$ cat config.mk
export PLATFORM = sky130hd
export DESIGN_NAME = adder_input_gather_flat
export DESIGN_NICKNAME = d
export VERILOG_FILES = /design/src/rtl/adder_input_gather_if.sv /design/src/rtl/adder_input_gather.sv /design/src/flat_wrapper.sv
export SDC_FILE = /design/constraint.sdc
export NUM_CORES = 1
export LEC_CHECK = 0
export CORE_UTILIZATION = 47
export DETAILED_ROUTE_END_ITERATION = 16
export PLACE_DENSITY = 0.71
export REMOVE_ABC_BUFFERS = 1
export SLEW_MARGIN = 15
export SYNTH_ARGS = -nofsm -noshare
export SYNTH_HDL_FRONTEND = slang
export SYNTH_SLANG_ARGS = --single-unit
$ cat constraint.sdc
create_clock -name clk -period 6.2 [get_ports clk]
set_clock_uncertainty 0.05 [all_clocks]
set_input_delay 1.86 -clock clk [delete_from_list [all_inputs] [get_ports clk]]
set_output_delay 1.86 -clock clk [all_outputs]
set_load 0.05 [all_outputs]
$ cat src/rtl/adder_input_gather_if.sv
// Stream-in / group-out bundle for the adder input gather stage.
// slave: the gather stage itself. master: whatever feeds words and takes groups.
interface adder_input_gather_if #(
    parameter int unsigned BITS = 16,
    parameter int unsigned NUM  = 4
) ();
    localparam int unsigned CntW = $clog2(NUM + 1);

    logic                  in_valid;
    logic                  in_ready;
    logic [BITS-1:0]       in_data;
    logic                  in_last;
    logic                  out_valid;
    logic                  out_ready;
    logic [NUM*BITS-1:0]   out_data;
    logic [CntW-1:0]       out_count;

    modport slave (
        input  in_valid,
        input  in_data,
        input  in_last,
        input  out_ready,
        output in_ready,
        output out_valid,
        output out_data,
        output out_count
    );

    modport master (
        output in_valid,
        output in_data,
        output in_last,
        output out_ready,
        input  in_ready,
        input  out_valid,
        input  out_data,
        input  out_count
    );
endinterface

$ cat src/rtl/adder_input_gather.sv
// Gathers a serial word stream into groups of up to NUM words and presents each
// group as one parallel vector. A fill buffer plus an output register form a
// double buffer, so a full-rate stream with a ready consumer never stalls.
module adder_input_gather #(
    parameter int unsigned BITS = 16,
    parameter int unsigned NUM  = 4
) (
    input logic                  clk,
    input logic                  resetn,
    adder_input_gather_if.slave  bus
);
    localparam int unsigned IdxW = (NUM > 1) ? $clog2(NUM) : 1;
    localparam int unsigned CntW = $clog2(NUM + 1);
    localparam logic [IdxW-1:0] IdxLast = IdxW'(NUM - 1);

    // StPend: fill buffer holds a complete group waiting for the output register.
    typedef enum logic {StFill, StPend} state_e;

    state_e                state_q;
    logic                  in_ready_q;
    logic [IdxW-1:0]       idx_q;
    logic [NUM*BITS-1:0]   fill_q;
    logic [CntW-1:0]       pend_cnt_q;
    logic [NUM*BITS-1:0]   out_data_q;
    logic [CntW-1:0]       out_count_q;
    logic                  out_valid_q;

    logic                  beat;
    logic                  grp_end;
    logic                  out_free;
    logic [CntW-1:0]       grp_cnt;
    logic [NUM*BITS-1:0]   grp_data;

    // Current beat merged into the fill buffer, so a closing word lands in the
    // output register on the same edge it is accepted.
    always_comb begin
        beat     = bus.in_valid & in_ready_q;
        grp_end  = beat & ((idx_q == IdxLast) | bus.in_last);
        out_free = ~out_valid_q | bus.out_ready;
        grp_cnt  = CntW'(idx_q) + CntW'(1);
        grp_data = fill_q;
        grp_data[int'(idx_q) * BITS +: BITS] = bus.in_data;
    end

    // Gather FSM with registered in_ready; out_ready only affects the next state.
    always_ff @(posedge clk or negedge resetn) begin
        if (!resetn) begin
            state_q     <= StFill;
            in_ready_q  <= 1'b1;
            idx_q       <= '0;
            fill_q      <= '0;
            pend_cnt_q  <= '0;
            out_data_q  <= '0;
            out_count_q <= '0;
            out_valid_q <= 1'b0;
        end else begin
            unique case (state_q)
                StFill: begin
                    if (grp_end) begin
                        if (out_free) begin
                            out_data_q  <= grp_data;
                            out_count_q <= grp_cnt;
                            out_valid_q <= 1'b1;
                            idx_q       <= '0;
                            fill_q      <= '0;
                        end else begin
                            // Output still held downstream: park the group.
                            fill_q      <= grp_data;
                            pend_cnt_q  <= grp_cnt;
                            state_q     <= StPend;
                            in_ready_q  <= 1'b0;
                        end
                    end else begin
                        if (beat) begin
                            fill_q <= grp_data;
                            idx_q  <= idx_q + IdxW'(1);
                        end
                        if (out_valid_q && bus.out_ready) begin
                            out_valid_q <= 1'b0;
                        end
                    end
                end
                StPend: begin
                    // out_valid is always set here; a transfer swaps in the parked group.
                    if (bus.out_ready) begin
                        out_data_q  <= fill_q;
                        out_count_q <= pend_cnt_q;
                        idx_q       <= '0;
                        fill_q      <= '0;
                        state_q     <= StFill;
                        in_ready_q  <= 1'b1;
                    end
                end
            endcase
        end
    end

    // Outputs come straight from registers.
    always_comb begin
        bus.in_ready  = in_ready_q;
        bus.out_valid = out_valid_q;
        bus.out_data  = out_data_q;
        bus.out_count = out_count_q;
    end
endmodule

$ cat src/flat_wrapper.sv
// flat-port wrapper written by rule: the top's interface ports become plain ports
module adder_input_gather_flat 
#(
    parameter int unsigned BITS = 16,
    parameter int unsigned NUM  = 4
)
  (clk, resetn, bus_in_valid, bus_in_data, bus_in_last, bus_out_ready, bus_in_ready, bus_out_valid, bus_out_data, bus_out_count);
  adder_input_gather_if #(.BITS(BITS), .NUM(NUM)) bus_i ();
  input logic clk;
  input logic resetn;
  input wire logic [$bits(bus_i.in_valid)-1:0] bus_in_valid;
  input wire logic [$bits(bus_i.in_data)-1:0] bus_in_data;
  input wire logic [$bits(bus_i.in_last)-1:0] bus_in_last;
  input wire logic [$bits(bus_i.out_ready)-1:0] bus_out_ready;
  output wire logic [$bits(bus_i.in_ready)-1:0] bus_in_ready;
  output wire logic [$bits(bus_i.out_valid)-1:0] bus_out_valid;
  output wire logic [$bits(bus_i.out_data)-1:0] bus_out_data;
  output wire logic [$bits(bus_i.out_count)-1:0] bus_out_count;
  assign bus_i.in_valid = bus_in_valid;
  assign bus_i.in_data = bus_in_data;
  assign bus_i.in_last = bus_in_last;
  assign bus_i.out_ready = bus_out_ready;
  assign bus_in_ready = bus_i.in_ready;
  assign bus_out_valid = bus_i.out_valid;
  assign bus_out_data = bus_i.out_data;
  assign bus_out_count = bus_i.out_count;
  adder_input_gather #(.BITS(BITS), .NUM(NUM)) u_core (.clk(clk), .resetn(resetn), .bus(bus_i));
endmodule
Yosys cells after proc, flatten, opt, wreduce, memory -nomap -nowiden
Cells that the tools add are included.
{"block": "op_classes", "muxes": 30, "multipliers": 0, "n_addsub": 3, "eq_ne": 8, "n_lt_le_gt_ge": 0, "shift": 2, "reduce_logical": 8, "bitwise_logic": 7, "n_div": 0}
{"cell": "64-bit 2-to-1 mux", "n": 7}
{"cell": "64-bit one-hot mux with 2 select lines", "n": 2}
{"cell": "64-bit bitwise mux", "n": 1}
{"cell": "16-bit by 34-bit variable shift with 64-bit output, first input constant", "n": 1}
{"cell": "16-bit by 34-bit indexed part select with 64-bit output", "n": 1}
{"cell": "6-bit negation with 34-bit output", "n": 1}
{"cell": "3-bit AND reduction", "n": 5}
{"cell": "1-bit 2-to-1 mux", "n": 9}
{"cell": "3-bit 2-to-1 mux", "n": 3}
{"cell": "2-bit 2-to-1 mux", "n": 4}
{"cell": "2-bit inequality test, second input constant", "n": 3}
{"cell": "3-bit one-hot mux with 2 select lines", "n": 1}
{"cell": "2-bit by 1-bit inequality test with 1-bit output, second input constant", "n": 2}
{"cell": "1-bit one-hot mux with 2 select lines", "n": 2}
{"cell": "2-bit one-hot mux with 2 select lines", "n": 1}
{"cell": "2-bit by 1-bit adder with 3-bit output, second input constant", "n": 1}
{"cell": "3-bit by 1-bit inequality test with 1-bit output, second input constant", "n": 1}
{"cell": "3-bit inequality test, second input constant", "n": 1}
{"cell": "1-bit inverter", "n": 3}
{"cell": "2-bit by 1-bit adder with 2-bit output, second input constant", "n": 1}
{"cell": "1-bit AND", "n": 2}
{"cell": "2-bit == test, second input constant", "n": 1}
{"cell": "1-bit OR", "n": 2}
{"cell": "2-bit AND reduction", "n": 1}
{"cell": "2 further kinds", "n": 2}
{"block": "totals", "input_bits": 21, "output_inout_bits": 69, "memories": 0, "word_cells": 66, "latchBits": 0, "ff_bits": 139, "mem_bits_rw": 0, "romBits": 0}

Logic depth before layout (Yosys ltp)
Gate-level depths: netlist (run 1).
{"block": "depth", "depth_word": 6, "ltp_mapped": 10}

Worst setup path after synthesis (run 1)
Ideal clock, no wire load.
{"block": "synth_path", "path_kind": "input port to flip-flop", "startpoint": "input bus_out_ready", "endpoint": "register u_core.pend_cnt_q[2]", "arrival_ps": 3064, "setup_ps": 125, "cell_stages": 5, "n_path_buf": 2, "t_required_ps": 6025, "path_slack_ps": 2961, "cell_sequence": "buf_2 > nand2b_1 > buf_2 > nor3_2 > mux2_2"}
{"block": "synth_between", "elab_chain_cells": 3}
{"element": "start, declared", "line": "flat_wrapper.sv:14", "text": "input wire logic [$bits(bus_i.out_ready)-1:0] bus_out_ready;"}
{"element": "1-bit OR", "line": "adder_input_gather.sv:39", "text": "out_free = ~out_valid_q | bus.out_ready;"}
{"element": "1-bit inverter (no source line)"}
{"element": "3-bit AND reduction (no source line)"}
{"element": "end signal, assigned", "line": "adder_input_gather.sv:69", "text": "pend_cnt_q <= grp_cnt;"}
{"element": "end, declared", "line": "adder_input_gather.sv:23", "text": "logic [CntW-1:0] pend_cnt_q;"}
Every way passes these cells.
A chain may end at the register's enable or synchronous reset.

Worst setup path after layout (run 1)
{"block": "layout_path", "startpoint": "input bus_out_ready", "endpoint": "register u_core.fill_q[37]"}
{"block": "layout_between", "elab_chain_cells": 4, "elab_cells_between_ends": 6, "cone_classes": "eq/ne: 1; mux: 3; bitwise: 1; reduce/logical: 1"}
{"element": "1-bit OR", "line": "adder_input_gather.sv:39"}
{"element": "64-bit 2-to-1 mux", "line": "adder_input_gather.sv:60", "text": "if (out_free) begin"}
{"element": "64-bit 2-to-1 mux", "line": "adder_input_gather.sv:59", "text": "if (grp_end) begin"}
{"element": "64-bit one-hot mux with 2 select lines", "line": "adder_input_gather.sv:57", "text": "unique case (state_q)"}
{"element": "end signal, assigned", "line": "adder_input_gather.sv:68", "text": "fill_q <= grp_data;"}
{"element": "end signal, assigned", "line": "adder_input_gather.sv:75", "text": "fill_q <= grp_data;"}
{"element": "end, declared", "line": "adder_input_gather.sv:22", "text": "logic [NUM*BITS-1:0] fill_q;"}
Several ways; a longest one is shown, not always the timed one.

==> out/metrics.yaml, run 1 <==
status: "finished, final reports clean"
clock-sinks: 139
portBuffers: 89
timing.rr.end: "u_core.fill_q[17]$_DFFE_PN0P_"
drive_gt1_frac: 0.08929
antenna_found_initial: 0
reg2reg_depth: 6
grt_pass1_wl_um: 25040
regArea_um2: 3480
fillers: 1085
die_area_um2: 13600
async_flop_share: 1.000
core_area_um2: 12720
slew_headroom: 0.2527
yosysMostFrequentCell: "dfrtp_1"
power_switching_mw: 0.3874
drcViolationCount: 0
ys_top_cells_by_count: "dfrtp_1 (138), nand2_1 (68), a22oi_1 (64)"
track_usage: 0.2475
min_delay_path_depth: 2
cts_resized: 0
chipHeight_um: 116.6
via_per_inst: 5.984
min_to: "u_core.bus.out_data[3]$_DFFE_PN0P_"
p_seq_frac: 0.499
drt-pass1-iter-count: 5
crit_path_start_kind: "primary input"
arrival_ns: 4.78
internal_power_mw: 1.432
nets: 635
wl_um: 15370
final.min_clock_period_ns: 4.473
max_freq_mhz: 223.5
fin_setup_tns_ns: 0
yosys-top-cells-area: "dfrtp_1 (56%), a22o_1 (7.8%), a22oi_1 (7.8%)"
gp_congestion: 0.8108
drv_cap: 0
synth_top_area_frac: 0.5594
start_util: 0.4852
yosysSeqAreaShare: 0.5636
grt_max_degree: 67
crit_fanout: 14
holdCritStartpoint: "u_core.bus.out_data[3]$_DFFE_PN0P_"
netlist_area_um2: 6173
insertion_delay_ns: 0.42
hold_class: "flop to flop"
synth-seq-cells: 139
antenna_left: 0
ys.flop_type: "dfrtp_1"
required_ns: 6.50
die_x_um: 116.6
cts_tree: "yes"
rows: 41
fin_area_um2: 7545
setup_viol: 0
netlist_instances: 543
diodes: 0
cts.clk_slew.worst_paths_ns: 0.05
place_hpwl_um: 10020
timing.rr.start: "u_core.idx_q[0]$_DFFE_PN0P_"
drt_iter0_markers: 369
syn_area_per_cell_um2: 11.37
crit_type: "primary input to flop"
fin_cells: 788
yosysWarnings: 0
pwr-share-comb: 0.031
vdd.ir_drop.worst_mv: 0.1103
worstMarginPinSlew_ns: 1.119
ioPinCount: 90
multi_input_area_um2: 2426
cts_setup_buffers: 0
avgRoutedWirePerCell_um: 19.51
cts-hold-fix-buffers: 0
crit_path_max_incr_delay_ns: 0.82
cp-end-kind: "flop"
grt_pass1_vias: 4764
cts_root_buf: "clkbuf_16"
power.density_nw_per_um2: 241.1
power.share.clock: 0.470
p_total_mw: 1.819
dp_cells: 761
path_cells: "clkdlybuf4s50_1, nand2b_1, a211oi_2, and2_1, a22o_1"
synthToLayoutAreaGrowth_pct: 22.21
fin_crit_sh: 0.7215
rrSetupSlack_ns: 2.66
overflow: 0
h-tree-depth: 4
synthDistinctLibCells: 48
slew_violations: 0
rsz0062_at_grt: "no"
swShare: 0.2130
synth_top_area_cell: "dfrtp_1"
clockBufferDepth: 2
cpMaxStageDelayCell: "a211oi_2"
placed_cell_area_um2: 7066
synth_edf_count: 0
final_hold_viol_count: 0
p_leak_nw: 3.212
cts_buffers: 17
dr_total_vias: 4715
## logic make-up (layout without fill, tap and decap cells)
| group | Yosys count | count (layout) | share of synthesized area |
|---|---|---|---|
| AOI/OAI and AO/OA | 223 | 223 | 0.2663 |
| DFF | 139 | 139 | 0.5636 |
| and+or+nand+nor | 117 | 117 | 0.1013 |
| buffers and inverters | 53 | 126 | 0.04763 |
| adders and majority gates | 6 | 6 | 0.01216 |
| muxes | 5 | 5 | 0.008917 |
## power groups by stage
stage,clock [mW],sequential [mW],combinational (mW)
2_1_floorplan,0,0.924,0.0134
3_3_place_gp,0,0.924,0.0557
3_5_place_dp,0,0.924,0.0570
4_1_cts,0.862,0.908,0.0573
5_1_grt,0.898,0.907,0.0631
6_report,0.855,0.908,0.0562
## per-stage QoR
stage,util,worst slack (ns),hold slack (ns)
after floorplan,-,-0.6929,0.4022
after global placement,0.5554,1.537,0.4133
after detailed placement,0.5554,1.367,0.4241
after CTS,0.5930,1.774,0.4355
after global routing,0.5930,1.592,0.4612
final,0.5930,1.727,0.4273
## worst max-delay path by stage
stage                             start                            endpoint  slack [ns]  cells past startpoint
after floorplan             bus_in_last  u_core.bus.out_data[0]$_DFFE_PN0P_       -0.69                      3
after global placement    bus_out_ready       u_core.fill_q[34]$_DFFE_PN0P_        1.54                      5
after detailed placement  bus_out_ready       u_core.fill_q[39]$_DFFE_PN0P_        1.37                      5
after CTS                 bus_out_ready       u_core.fill_q[37]$_DFFE_PN0P_        1.77                      5
after global routing      bus_out_ready       u_core.fill_q[42]$_DFFE_PN0P_        1.59                      5
final                     bus_out_ready       u_core.fill_q[37]$_DFFE_PN0P_        1.73                      5
## per-layer routing
layer	vias to the layer above	part of all wire	track usage
met5	-	0	0
met4	0	0.014	0.08523
met3	17	0.064	0.05449
met2	176	0.48	0.3921
met1	2380	0.44	0.3378
li1	2142	-	-
## placed cells by master (no fill, tap or decap), drive strengths merged, types with 2 or more instances in the layout
cell type | synthesis | final
buf | 37 | 6
clkinv | 0 | 5
o32ai | 2 | 2
o21ai | 68 | 68
or3 | 4 | 4
and2 | 6 | 6
a22oi | 64 | 64
nor3b | 2 | 2
inv | 5 | 5
a32o | 9 | 9
nor2 | 5 | 5
nor3 | 4 | 4
nand2 | 69 | 69
mux2 | 4 | 4
nor2b | 16 | 16
o22ai | 4 | 4
dfrtp | 138 | 138
a21oi | 10 | 10
clkdlybuf4s50 | 0 | 88
o211ai | 5 | 5
nand2b | 5 | 5
ha | 6 | 6
nor4b | 2 | 2
clkbuf | 11 | 22
a22o | 55 | 55
## worst max-delay path, delay by kind of cell
kind | cells | cell delay (ns)
and+or+nand+nor | 2 | 1.25
AOI/OAI and AO/OA | 2 | 1.05
buffers and inverters | 1 | 0.60
## state kept, by name, summed over array words and instances (netlist names)
register / cells
u_core.idx_q: 2
u_core.fill_q: 64
u_core.bus.out_count: 3
u_core.state_q: 1
u_core.bus.out_data: 64
u_core.bus.in_ready: 1
u_core.pend_cnt_q: 3
u_core.bus.out_valid: 1
## final cells by class
type                       instances  area share
clock inverter                     5    0.003317
tap                              172     0.02852
multi-input combinational        351      0.3216
sequential                       139      0.4612
inverter                           5    0.002488
timing repair buffer              94      0.1227
clock buffer                      22     0.06020
(Power assumes the default switching activity.)
==> run 2: changes to the inputs <==
--- a/config.mk
+++ b/config.mk
@@ -7,7 +7,7 @@
 export LEC_CHECK = 0
 export CORE_UTILIZATION = 47
 export DETAILED_ROUTE_END_ITERATION = 16
-export PLACE_DENSITY = 0.71
+export PLACE_DENSITY = 0.73
 export REMOVE_ABC_BUFFERS = 1
 export SLEW_MARGIN = 15
 export SYNTH_ARGS = -nofsm -noshare
==> constraint.sdc (replaced) <==
create_clock -name clk -period 4 [get_ports clk]
set_clock_uncertainty 0.05 [all_clocks]
set_input_delay 1.2 -clock clk [delete_from_list [all_inputs] [get_ports clk]]
set_output_delay 1.2 -clock clk [all_outputs]
set_load 0.05 [all_outputs]
==> out/metrics.yaml, run 2 (synthesis results as in run 1) <==
drv_cap: 0  # unchanged
crit_path_max_incr_delay_ns: 0.69  # was 0.82 ns
required_ns: 4.30  # was 6.50 ns
status: "finished, final reports clean"  # unchanged
fin_crit_sh: 0.7758
gp_congestion: 0.7948  # was 0.8108
routed-wl-met3_um: 1074  # was 976 um
dr_total_vias: 4756  # was 4715
final_common_cell: "dfrtp_1"  # unchanged
final_cell_mix: "dfrtp_1 (138), clkdlybuf4s50_1 (88), nand2_1 (68)"  # unchanged
insertion_delay_ns: 0.42  # about the same
avgRoutedWirePerCell_um: 19.34  # was 19.51 um
met2WireLength_um: 7422  # was 7380 um
final_hold_viol_count: 0  # unchanged
core_area_um2: 12720  # unchanged
drive_gt1_frac: 0.1127  # was 0.08929
cts_buffers: 17  # unchanged
fin_area_um2: 7802  # was 7545 um^2
grt_pass1_vias: 4598  # was 4764
cp-end-kind: "flop"  # unchanged
setup_viol: 0  # unchanged
track_usage: 0.2448  # was 0.2475
antenna_found_initial: 0  # unchanged
drt_iter0_markers: 414  # was 369
post-place-ws_ns: 0.5846  # was 1.367 ns
overflow: 0  # unchanged
drt-met1-wl_um: 6751  # was 6801 um
place_hpwl_um: 10020  # about the same
clock-sinks: 139  # unchanged
rsz0062_at_grt: "no"  # unchanged
cts_tree: "yes"  # unchanged
regArea_um2: 3480  # unchanged
cts_root_buf: "clkbuf_16"  # unchanged
power.density_nw_per_um2: 407.4  # was 241.1 nW/um^2
final.min_clock_period_ns: 3.103
hold_class: "flop to flop"  # unchanged
diodes: 0  # unchanged
portBuffers: 89  # unchanged
crit_path_start_kind: "flop"  # was primary input
clockBufferDepth: 2  # unchanged
synthToLayoutAreaGrowth_pct: 26.39  # was 22.21%
p_leak_nw: 3.349  # was 3.212 nW
wl_um: 15510  # was 15370 um
multi_input_area_um2: 2426  # unchanged
crit_fanout: 15  # was 14
path_cells: "inv_2, ha_1, nor4bb_4, buf_4, and2_1, a22o_1"  # was clkdlybuf4s50_1, nand2b_1, a211oi_2, and2_1, a22o_1
cpMaxStageDelayCell: "dfrtp_1"  # was a211oi_2
cts.clk_slew.worst_paths_ns: 0.06  # was 0.05 ns
fillers: 1014  # was 1085
grt_max_degree: 129  # was 67
h-tree-depth: 4  # unchanged
crit_type: "flop to flop"  # was primary input to flop
slew_headroom: 0.3778  # was 0.2527
grt_pass1_wl_um: 24780  # was 25040 um
via_per_inst: 5.930  # was 5.984
cts-hold-fix-buffers: 0  # unchanged
cts_setup_buffers: 0  # unchanged
ioPinCount: 90  # unchanged
setup_ws_ns: 0.8968  # was 1.727 ns
rows: 41  # unchanged
chipHeight_um: 116.6  # unchanged
start_util: 0.4852  # unchanged
post-route-util: 0.6133  # was 0.5930
die_area_um2: 13600  # unchanged
slew_violations: 0  # unchanged
worstMarginPinSlew_ns: 0.9333  # was 1.119 ns
die_x_um: 116.6  # unchanged
placed_cell_area_um2: 7166  # was 7066 um^2
antenna_left: 0  # unchanged
arrival_ns: 3.41  # was 4.78 ns
nets: 645  # was 635
dr.max_layer_used: "met4"  # unchanged
cts_resized: 0  # unchanged
drt-pass1-iter-count: 5  # unchanged
max_freq_mhz: 322.2
drcViolationCount: 0  # unchanged
holdWs_ns: 0.4260  # was 0.4273 ns
vdd.ir_drop.worst_mv: 0.2080  # was 0.1103 mV
==> run 2: cell types whose count changed in the layout (fill, tap and decap cells not counted), sizes merged <==
cell	delta
clkinv	-2
buf	+10
bufinv	+4
clkbuf	+2
==> run 2: power breakdown <==
part           total, mW  switching (mW)  internal, mW  leakage, nW
Clock               1.68           0.563          1.12        0.316
Sequential          1.41               0          1.41         1.94
Combinational     0.0887          0.0572        0.0315         1.09
==> run 2: stage by stage <==
stage               total power [mW]  instances  TNS (ns)
floorplan                      1.453        495   -131.53
global route                   3.272        802         0
global placement               1.520        771         0
detailed placement             1.522        771         0
finish                         3.178        802         0
CTS                            3.204        802         0
==> run 2: final timing paths <==
check	depth (start not counted)	start	end	slack, ns
setup reg to reg	6	u_core.idx_q[0]$_DFFE_PN0P_	u_core.fill_q[32]$_DFFE_PN0P_	0.90
hold reg to reg	2	u_core.bus.out_data[63]$_DFFE_PN0P_	u_core.bus.out_data[63]$_DFFE_PN0P_	0.43
min in group asynchronous	1	resetn	u_core.bus.out_data[58]$_DFFE_PN0P_	0.85
setup / recovery	6	u_core.idx_q[0]$_DFFE_PN0P_	u_core.fill_q[32]$_DFFE_PN0P_	0.90
max in group asynchronous	2	resetn	u_core.fill_q[4]$_DFFE_PN0P_	2.19
hold / removal	2	u_core.bus.out_data[63]$_DFFE_PN0P_	u_core.bus.out_data[63]$_DFFE_PN0P_	0.43
==> run 2: final cells by class <==
| class | instances | area share |
|---|---|---|
| repair buffers | 104 | 0.1315 |
| flip-flops and latches | 139 | 0.4460 |
| clock buffers | 24 | 0.06430 |
| multi-input cells | 351 | 0.3109 |
| clock inverters | 7 | 0.01732 |
| inverters | 5 | 0.002405 |
| well taps | 172 | 0.02758 |
==> run 2: routing by layer <==
metal  track usage  vias up
met4       0.09114        0
met1        0.3293     2358
met5             0        -
li1              -     2174
met3       0.06954       24
met2        0.3783      200
==> run 2: worst max-delay path, delay by kind of cell (launching register included) <==
family                   cells  cell delay [ns]
flip-flops                   1             0.69
AO/OA/AOI/OAI                1             0.22
buffers and inverters        2             0.54
adder cells (fa/ha/maj)      1             0.65
AND/OR/NAND/NOR              2             0.88
==> run 3: changes to the inputs <==
==> constraint.sdc (replaced) <==
create_clock -name clk -period 2.65 [get_ports clk]
set_clock_uncertainty 0.05 [all_clocks]
set_input_delay 0.795 -clock clk [delete_from_list [all_inputs] [get_ports clk]]
set_output_delay 0.795 -clock clk [all_outputs]
set_load 0.05 [all_outputs]
==> out/metrics.yaml, run 3 (synthesis results as in run 1) <==
status: "finished, final reports clean"  # unchanged
avgRoutedWirePerCell_um: 18.92  # was 19.34 um
p_leak_nw: 3.456  # was 3.349 nW
cp-endpoint: "bus_out_valid"  # was u_core.fill_q[32]$_DFFE_PN0P_
reg2reg_depth: 7  # was 6
critPathTopFamily: "buffers and inverters"  # was simple AND/OR/NAND/NOR gates
final_cell_mix: "dfrtp_1 (138), clkdlybuf4s50_1 (87), nand2_1 (68)"  # was dfrtp_1 (138), clkdlybuf4s50_1 (88), nand2_1 (68)
cp-end-kind: "output pin"  # was flop
fin_crit_sh: 0.9719
die_x_um: 116.6  # unchanged
worstMarginPinSlew_ns: 0.6359  # was 0.9333 ns
power.density_nw_per_um2: 592.6  # was 407.4 nW/um^2
core_area_um2: 12720  # unchanged
drv_cap: 0  # unchanged
via_per_inst: 5.921  # was 5.930
hold_class: "primary input to asynchronous set/reset pin"  # was flop to flop
place_hpwl_um: 10730  # was 10020 um
rrSetupSlack_ns: 0.33  # was 0.90 ns
dp_cells: 791  # was 771
cts_resized: 0  # unchanged
nets: 665  # was 645
overflow: 0  # unchanged
ioPinCount: 90  # unchanged
clock-sinks: 139  # unchanged
crit_path_max_incr_delay_ns: 0.85  # was 0.69 ns
drt_iter0_markers: 363  # was 414
grt_pass1_wl_um: 25110  # was 24780 um
start_util: 0.4852  # unchanged
antenna_left: 0  # unchanged
crit_path_start_kind: "flop"  # unchanged
max_freq_mhz: 388.3
fillers: 1030  # was 1014
cts.clk_slew.worst_paths_ns: 0.06  # about the same
grt_max_degree: 87  # was 129
drcViolationCount: 0  # unchanged
crit_fanout: 7  # was 15
antenna_found_initial: 0  # unchanged
critPathBufInv: 1  # was 2
crit_type: "flop to output pin"  # was flop to flop
chipHeight_um: 116.6  # unchanged
grt_pass1_vias: 4745  # was 4598
final_common_cell: "dfrtp_1"  # unchanged
p_total_mw: 4.730  # was 3.178 mW
drt-pass1-iter-count: 5  # unchanged
setup_viol: 0  # unchanged
vdd.ir_drop.worst_mv: 0.2454  # was 0.2080 mV
portBuffers: 89  # unchanged
final_hold_viol_count: 0  # unchanged
clockBufferDepth: 2  # unchanged
timing.rr.start: "u_core.idx_q[1]$_DFFE_PN0P_"  # was u_core.idx_q[0]$_DFFE_PN0P_
drive_gt1_frac: 0.1400  # was 0.1127
dr_total_vias: 4867  # was 4756
wl_um: 15550  # was 15510 um
rows: 41  # unchanged
fin_cells: 822  # was 802
required_ns: 1.81  # was 4.30 ns
cts_buffers: 17  # unchanged
crit_cells: 1  # was 6
arrival_ns: 1.73  # was 3.41 ns
rsz0062_at_grt: "no"  # unchanged
cts_root_buf: "clkbuf_16"  # unchanged
cts_setup_buffers: 0  # unchanged
synthToLayoutAreaGrowth_pct: 29.29  # was 26.39%
holdWs_ns: 0.2141  # was 0.4260 ns
diodes: 0  # unchanged
insertion_delay_ns: 0.41  # was 0.42 ns
slew_headroom: 0.5740  # was 0.3778
path_cells: "clkdlybuf4s50_1"  # was inv_2, ha_1, nor4bb_4, buf_4, and2_1, a22o_1
cpMaxStageDelayCell: "clkdlybuf4s50_1"  # was dfrtp_1
fin_setup_tns_ns: 0  # unchanged
die_area_um2: 13600  # unchanged
h-tree-depth: 4  # unchanged
timing.rr.end: "u_core.fill_q[41]$_DFFE_PN0P_"  # was u_core.fill_q[32]$_DFFE_PN0P_
cts_tree: "yes"  # unchanged
track_usage: 0.2463  # was 0.2448
gp_congestion: 0.8389  # was 0.7948
cts-hold-fix-buffers: 0  # unchanged
final.min_clock_period_ns: 2.576
crit_start: "u_core.bus.out_valid$_DFFE_PN0P_"  # was u_core.idx_q[0]$_DFFE_PN0P_
slew_violations: 0  # unchanged
==> run 3: cell types whose count changed in the layout (fill, tap and decap cells not counted), sizes merged <==
cell	change
buf	+21
clkdlybuf4s50	-1
clkinv	+1
clkbuf	-1
==> run 3: how the worst min path moves through the flow <==
stage                     slack [ns]                             endpoint                           startpoint
after CTS                       0.20         u_core.fill_q[4]$_DFFE_PN0P_                               resetn
after detailed placement        0.42  u_core.bus.out_data[62]$_DFFE_PN0P_  u_core.bus.out_data[62]$_DFFE_PN0P_
final                           0.21         u_core.fill_q[4]$_DFFE_PN0P_                               resetn
after floorplan                 0.40     u_core.pend_cnt_q[1]$_DFFE_PN0P_     u_core.pend_cnt_q[1]$_DFFE_PN0P_
after global routing            0.21        u_core.fill_q[10]$_DFFE_PN0P_                               resetn
after global placement          0.41  u_core.bus.out_data[59]$_DFFE_PN0P_  u_core.bus.out_data[59]$_DFFE_PN0P_
==> run 3: cell type report <==
type	count	area [um^2]	share of cell area
Inverter	5	18.77	0.002351
Tap cell	172	215.2	0.02696
Timing Repair Buffer	124	1224	0.1533
Clock inverter	8	140.1	0.01756
Clock buffer	23	478.0	0.05988
Sequential cell	139	3480	0.4360
Multi-Input combinational cell	351	2426	0.3040
==> run 3: through the flow <==
stage               area (um^2)  setup WS (ns)  utilization
CTS                        7981        0.06857       0.6274
global route               7981        0.02549       0.6274
detailed placement         7363        0.02793       0.5788
finish                     7981        0.07434       0.6274
floorplan                  5898         -3.200            -
global placement           7363        0.08731       0.5788
==> run 3: metal layers <==
| layer | global-route usage | wire, um | up-vias |
|---|---|---|---|
| met2 | 0.4024 | 7653 | 196 |
| met3 | 0.06383 | 1048 | 21 |
| met1 | 0.3199 | 6617 | 2449 |
| li1 | - | - | 2201 |
| met4 | 0.08354 | 231 | 0 |
| met5 | 0 | 0 | - |
==> run 3: where the power goes <==
| part | internal (mW) | leakage (nW) | switching (mW) | total, mW |
|---|---|---|---|---|
| combinational | 0.0526 | 1.21 | 0.0888 | 0.141 |
| sequential | 2.12 | 1.94 | 0 | 2.12 |
| clock | 1.64 | 0.307 | 0.827 | 2.46 |
| total | 3.81 | 3.46 | 0.915 | 4.73 |
